[config.mk]
export PLATFORM = sky130hd
export DESIGN_NAME = uart_rx
export DESIGN_NICKNAME = d
export VERILOG_FILES = /design/src/rtl/uart_rx.sv
export SDC_FILE = /design/constraint.sdc
export NUM_CORES = 1
export LEC_CHECK = 0
export CAP_MARGIN = 10
export CORE_AREA = 2 2 73 92
export DETAILED_ROUTE_END_ITERATION = 8
export DIE_AREA = 0 0 75 94
export PLACE_DENSITY = 0.44
export SYNTH_ARGS = -nofsm -noshare
export SYNTH_HDL_FRONTEND = slang
export SYNTH_SLANG_ARGS = --single-unit
[constraint.sdc]
create_clock -name clk -period 2.06 [get_ports clk]
set_clock_uncertainty 0.05 [all_clocks]
set_input_delay 0.412 -clock clk [delete_from_list [all_inputs] [get_ports clk]]
set_output_delay 0.412 -clock clk [all_outputs]
set_load 0.02 [all_outputs]
[src/rtl/uart_rx.sv]
// UART receiver: 2-flop synchronizer, 3-sample majority filter, mid-bit sampling FSM; 1 start, DATA_WIDTH data, 1 stop.
// Latency ~CPB/2 + (DATA_WIDTH+1)*CPB cycles from start edge; no backpressure, axiov/ferr are single-cycle strobes.
module uart_rx #(
  parameter int DATA_WIDTH  = 8,
  parameter int CLK_FREQ_HZ = 100_000_000,
  parameter int BAUDRATE    = 10_000_000
) (
  input  logic                  clk,
  input  logic                  rst,
  input  logic                  rxd,
  output logic [DATA_WIDTH-1:0] axiod,
  output logic                  axiov,
  output logic                  ferr
);

  localparam int CPB = CLK_FREQ_HZ / BAUDRATE;
  localparam int CW  = (CPB > 1) ? $clog2(CPB) : 1;
  localparam int IW  = (DATA_WIDTH > 1) ? $clog2(DATA_WIDTH) : 1;

  localparam logic [CW-1:0] CNT_HALF = CW'(CPB / 2 - 1);
  localparam logic [CW-1:0] CNT_FULL = CW'(CPB - 1);
  localparam logic [IW-1:0] IDX_LAST = IW'(DATA_WIDTH - 1);

  generate
    if (CPB < 4 || DATA_WIDTH < 1) begin : g_bad_param
      $error("uart_rx: need CLK_FREQ_HZ/BAUDRATE >= 4 and DATA_WIDTH >= 1");
    end
  endgenerate

  typedef enum logic [2:0] {
    IDLE      = 3'd0,
    START     = 3'd1,
    DATA      = 3'd2,
    STOP      = 3'd3,
    WAIT_IDLE = 3'd4
  } state_t;

  state_t                state_q, state_d;
  logic                  sync1_q, sync1_d;
  logic                  rs_q, rs_d;
  logic [2:0]            hist_q, hist_d;
  logic [CW-1:0]         cnt_q, cnt_d;
  logic [IW-1:0]         idx_q, idx_d;
  logic [DATA_WIDTH-1:0] shreg_q, shreg_d;
  logic [DATA_WIDTH-1:0] axiod_q, axiod_d;
  logic                  axiov_q, axiov_d;
  logic                  ferr_q, ferr_d;
  logic                  sample;

  assign sync1_d = rxd;
  assign rs_d    = sync1_q;
  assign hist_d  = {hist_q[1:0], rs_q};
  assign sample  = (hist_q[0] & hist_q[1]) | (hist_q[0] & hist_q[2]) | (hist_q[1] & hist_q[2]);

  always_comb begin
    state_d = state_q;
    cnt_d   = cnt_q;
    idx_d   = idx_q;
    shreg_d = shreg_q;
    axiod_d = axiod_q;
    axiov_d = 1'b0;
    ferr_d  = 1'b0;
    case (state_q)
      IDLE: begin
        cnt_d = '0;
        if (!rs_q) state_d = START;
      end
      START: begin
        // Mid start bit: a filtered high means the falling edge was a glitch.
        if (cnt_q == CNT_HALF) begin
          cnt_d   = '0;
          idx_d   = '0;
          state_d = sample ? IDLE : DATA;
        end else begin
          cnt_d = cnt_q + 1'b1;
        end
      end
      DATA: begin
        if (cnt_q == CNT_FULL) begin
          cnt_d          = '0;
          shreg_d[idx_q] = sample;
          idx_d          = idx_q + 1'b1;
          if (idx_q == IDX_LAST) begin
            idx_d   = '0;
            state_d = STOP;
          end
        end else begin
          cnt_d = cnt_q + 1'b1;
        end
      end
      STOP: begin
        if (cnt_q == CNT_FULL) begin
          cnt_d = '0;
          if (sample) begin
            axiod_d = shreg_q;
            axiov_d = 1'b1;
            state_d = IDLE;
          end else begin
            ferr_d  = 1'b1;
            state_d = WAIT_IDLE;
          end
        end else begin
          cnt_d = cnt_q + 1'b1;
        end
      end
      WAIT_IDLE: begin
        cnt_d = '0;
        if (rs_q) state_d = IDLE;
      end
      default: begin
        state_d = IDLE;
        cnt_d   = '0;
      end
    endcase
  end

  always_ff @(posedge clk or negedge rst) begin
    if (!rst) begin
      state_q <= IDLE;
      sync1_q <= 1'b1;
      rs_q    <= 1'b1;
      hist_q  <= 3'b111;
      cnt_q   <= '0;
      idx_q   <= '0;
      shreg_q <= '0;
      axiod_q <= '0;
      axiov_q <= 1'b0;
      ferr_q  <= 1'b0;
    end else begin
      state_q <= state_d;
      sync1_q <= sync1_d;
      rs_q    <= rs_d;
      hist_q  <= hist_d;
      cnt_q   <= cnt_d;
      idx_q   <= idx_d;
      shreg_q <= shreg_d;
      axiod_q <= axiod_d;
      axiov_q <= axiov_d;
      ferr_q  <= ferr_d;
    end
  end

  assign axiod = axiod_q;
  assign axiov = axiov_q;
  assign ferr  = ferr_q;

endmodule

# Word-level counts from Yosys, hierarchy flattened
# Cells that the tools add are included.
# word_totals
mem_bits_ro,0
latchBits,0
word_cells,65
mem_bits_rw,0
out_inout_bits,10
inputBits,3
reg_bits,33
n_memories,0
# classes
n_addsub,2
bitwise_logic,5
n_eq_ne,13
shift,0
n_mux,25
n_lt_le_gt_ge,2
div,0
reduce_logical,8
n_mul,0
# op_table
operator,n
$mux W3,10
$pmux W3 S5,1
$ne A2 B2 Y1 const B,6
$bwmux W8,1
$mux W4,2
$pmux W4 S2,1
$mux W1,7
$eq A3 B2 Y1 const B,2
$eq A3 B3 Y1 const B,2
$pmux W3 S2,1
$reduce_and A3 Y1,2
$reduce_and A6 Y1,1
$add A4 B1 Y4 const B,1
$eq A4 B3 Y1 const B,1
$eq A4 B4 Y1 const B,1
$lt A3 B4 Y1 const B,1
$add A3 B1 Y3 const B,1
$and A1 B1 Y1,3
$demux W1 S3,1
$eq A3 B1 Y1 const B,1
$ge A3 B1 Y1 const B,1
$logic_not A3 Y1,1
$mux W2,1
$or A1 B1 Y1,2
4 further kinds,4

# Logic depth before layout (Yosys ltp)
# depth
ltp_word,6
mapped_depth,5
depth_no_buf,5

# Worst setup path after synthesis
# No wires, ideal clock.
# synth_timing
path_kind,register -> register
start,register cnt_q[1]
end,register shreg_q[6]
t_arrival_ps,1444
n_path_buf,0
setup_slack_ps,439
stages_incl_launch_ff,6
t_required_ps,1883
period_less_slack_ps,1621
setup_time_ps,127
cell_sequence,dfrtp_1 inv_1 ha_1 nor2b_1 nand4b_1 mux2_1
# synth_via
elab_chain_len,2
# synth_rtl
item,line,text
"start, declared",42,"logic [CW-1:0] cnt_q, cnt_d;"
"start signal, assigned",134,cnt_q <= cnt_d;
$eq A4 B4 Y1,79,if (cnt_q == CNT_FULL) begin
$reduce_and A2 Y1 (no source line),-,
"end signal, assigned",136,shreg_q <= shreg_d;
"end, declared",44,"logic [DATA_WIDTH-1:0] shreg_q, shreg_d;"
# Every way passes these cells.
# A chain may end at the register's enable or synchronous reset.

# Worst setup path after layout
# layout_timing
start,register cnt_q[1]
end,register shreg_q[2]
# Same word-level chain as after synthesis.

==> results by group <==
Finish
  – Multi-input combinational cell area: ~600 um2
  – Area growth syn-to-layout: 23.3%
  – Post-route cell area: 1790 um2
  – Fillcell total: 630
  – ANT cells: 0
  – Layout cells sized above 1: 0.230
  – Final #Nets: 133
  – FF/Latch Area: 832 um2

Floorplanning
  – Initial Util: 0.237
  – Die H: ~94 um
  – Row count: 32
  – Chip width: 75 um
  – Placeable Area: 6130 um2
  – Boundary Pins: 13
  – Die area: 7050 um2

Critical path
  – Setup crit start kind: register
  – Critical Path Max Stage Delay: 0.42 ns
  – R2R Path Start: cnt_q[1]
  – Crit Path Max Fanout: 7
  – CP cell instances: inv_1 -> ha_1 -> nor2b_1 -> nand4_1 -> mux2_1
  – R2R depth: 5
  – Critical path class: reg2reg
  – Internal reg-to-reg setup slack: 0.21 ns
  – Worst Setup SP: cnt_q[1]
  – Critical Path AT: between 1.5 and 2 ns
  – Top delay family on crit path: simple AND/OR/NAND/NOR gates
  – Crit. End Element: register
  – Worst setup path endpoint: shreg_q[2]
  – Critical path required time: about 2.2 ns
  – CP max-delay cell: nor2b_1
  – Buf/Inv on CP: 1
  – Reg2reg end: shreg_q[2]
  – Crit path depth: 5

Detailed routing
  – DR WL met2: about 1300 um
  – Highest metal used: met4
  – Drt via density: 4.23
  – Iter 0 DRT Violations: 23
  – DRC violations left: 0
  – Via count: 892
  – Remaining antenna violation count after routing: 0
  – WL per Instance: 12.3 um
  – Detailed Routing Iterations Pass 1: 4
  – Met1 Wirelength: about 1100 um
  – Routed wl met3: 78 um
  – Final wirelength: 2600 um

Synth
  – Post-Synthesis Cells: 107
  – Syn_nets: 115
  – Sequential cell area fraction in the yosys report: 0.574
  – Total number of yosys warnings: 0
  – Commonest cells in the synthesized netlist: 28 x dfrtp_1, 11 x mux2_2, 5 x dfstp_2, 5 x ha_1, 5 x mux2_1
  – Cell taking the most area after synthesis: dfrtp_1
  – Synthesized area: between 1000 and 1500 um2
  – Avg Synthesized Cell Area: 13.6 um2
  – Post-synth EDFFs: 0
  – Async SR Flop Fraction: 1.00
  – Top-area cell type share of the netlist area: 0.483
  – Predominant post-synthesis flop cell: dfrtp_1
  – Synth top area cells: dfrtp_1 48%, dfstp_2 9.1%, mux2_2 8.5%
  – Unique masters post-synth: 33
  – FF+latch count, synth: 33
  – Most frequent cell after synthesis: dfrtp_1

GRT
  – First-pass GRT wire length: around 4600 um
  – Gr ovfl total: 0
  – Total Routing Usage GR: 0.0878
  – Vias in the first global route: 988
  – Largest net degree at the start of global routing: 34
  – Initial antenna violation count: 0

STA
  – Fin crit share: 0.896
  – Relative slew slack: 0.707
  – Actual slew at the worst max-slew pin: 0.439 ns
  – Fin crit period: 1.85 ns
  – Worst setup margin: ~0.21 ns
  – WHS: between 0.3 and 0.4 ns
  – Final hold violations: 0
  – Fin Setup TNS: 0 ns
  – Slew Limit Fails: 0
  – Final setup violation count: 0
  – Achievable Freq: 542 MHz
  – RSZ-0062 raised after global routing: false

Clock network
  – Post CTS Setup Buffer Count: 0
  – CTS clk-pin slew, worst paths: 0.07 ns
  – Htree depth: 2
  – Clock Sinks: 33
  – Clock buffer depth: 2
  – Clk Latency, worst-skew pair: 0.28 ns
  – Post-cts resize count: 0
  – Root Driver: clkbuf_8
  – Number of hold buffers added after cts: 0
  – CTS tree: done
  – Total CTS buffers: 5

Status
  – Status: completed

Place
  – Post-DP HPWL: 1760 um
  – Port bufs: 12
  – Worst slack, placed: roughly 0.23 ns
  – Placed cell area: 1670 um2
  – GPL Wtd Cong: ~0.79

Power and ir drop
  – Peak supply drop: 0.281 mV
  – PD cells: ~1000 nW/um2
  – Power Total: 0.00179 W
  – P_leak: 0.802 nW

Min path
  – Hold Crit Class: reg2reg

Flow run
  – Maxcap violations: 0
## per-layer routing
| layer | up-vias | track usage |
|---|---|---|
| li1 | 424 | - |
| met1 | 448 | 0.0973 |
| met2 | 13 | 0.144 |
| met3 | 7 | 0.0258 |
| met4 | 0 | 0.0536 |
| met5 | - | 0 |
## registers in the layout (all words and copies together) (netlist names)
name and count:
axiod 8, state_q 3, ferr 1, shreg_q 8
cnt_q 4, hist_q 3, rs_d 1, rs_q 1
axiov 1, idx_q 3
## worst min-delay path by stage
stage | start | to | slack [ns] | cells past startpoint
3_5_place_dp | rs_d | rs_q | 0.30 | 0
4_1_cts | rs_d | rs_q | 0.31 | 0
2_1_floorplan | rst | axiod[0] | 0.07 | 0
5_1_grt | rs_d | rs_q | 0.31 | 0
6_report | rs_d | rs_q | 0.31 | 0
3_3_place_gp | rs_d | rs_q | 0.30 | 0
## layout by cell type, fill, tap and decap left out, drive strengths merged, types with 2 or more instances in the layout
cell type / synthesis / layout
dfrtp: 28 / 28
mux2: 16 / 16
clkdlybuf4s50: 0 / 12
clkbuf: 1 / 7
ha: 5 / 5
dfstp: 5 / 5
nand4: 5 / 5
inv: 4 / 4
a21oi: 4 / 4
nor3: 4 / 4
nand3b: 3 / 3
nand4b: 3 / 3
nand3: 3 / 3
a22o: 3 / 3
nor3b: 3 / 3
nand2: 2 / 2
nor2b: 2 / 2
nor2: 2 / 2
and2: 2 / 2
buf: 2 / 2
## area by class of cell
class,count,area share
Clock inverter,1,0.0168
Multi-Input combinational cell,67,0.326
Timing Repair Buffer,14,0.0756
Sequential cell,33,0.465
Tap cell,85,0.0595
Clock buffer,7,0.0483
Inverter,4,0.00840
## worst register-to-register path: cells and delay by family (launching register included)
family / cells / cell delay (ns)
buf+inv: 1 / 0.08
simple gates: 2 / 0.61
flops: 1 / 0.39
fa+ha+maj: 1 / 0.27
mux: 1 / 0.33
## cell families (layout without fill, tap and decap cells)
logic type                 after synthesis  in the layout  synth area share
AOI/OAI and AO/OA                       10             10            0.0466
and+or+nand+nor                         33             33             0.169
adders and majority gates                6              6            0.0500
DFF                                     33             33             0.574
muxes                                   16             16             0.124
xor gates and xnor gates                 2              2            0.0121
buffers and inverters                    7             26            0.0241
## where the power goes
part           internal, W  switching, W
sequential        0.000726      0.000112
combinational     0.000157      0.000173
clock             0.000394      0.000228
## through the flow
step | util | cells
after floorplan | - | 107
after global placement | 0.273 | 203
after detailed placement | 0.273 | 203
after CTS | 0.292 | 211
after global routing | 0.292 | 211
final | 0.292 | 211
No activity file was read; power rests on OpenSTA's default activity.
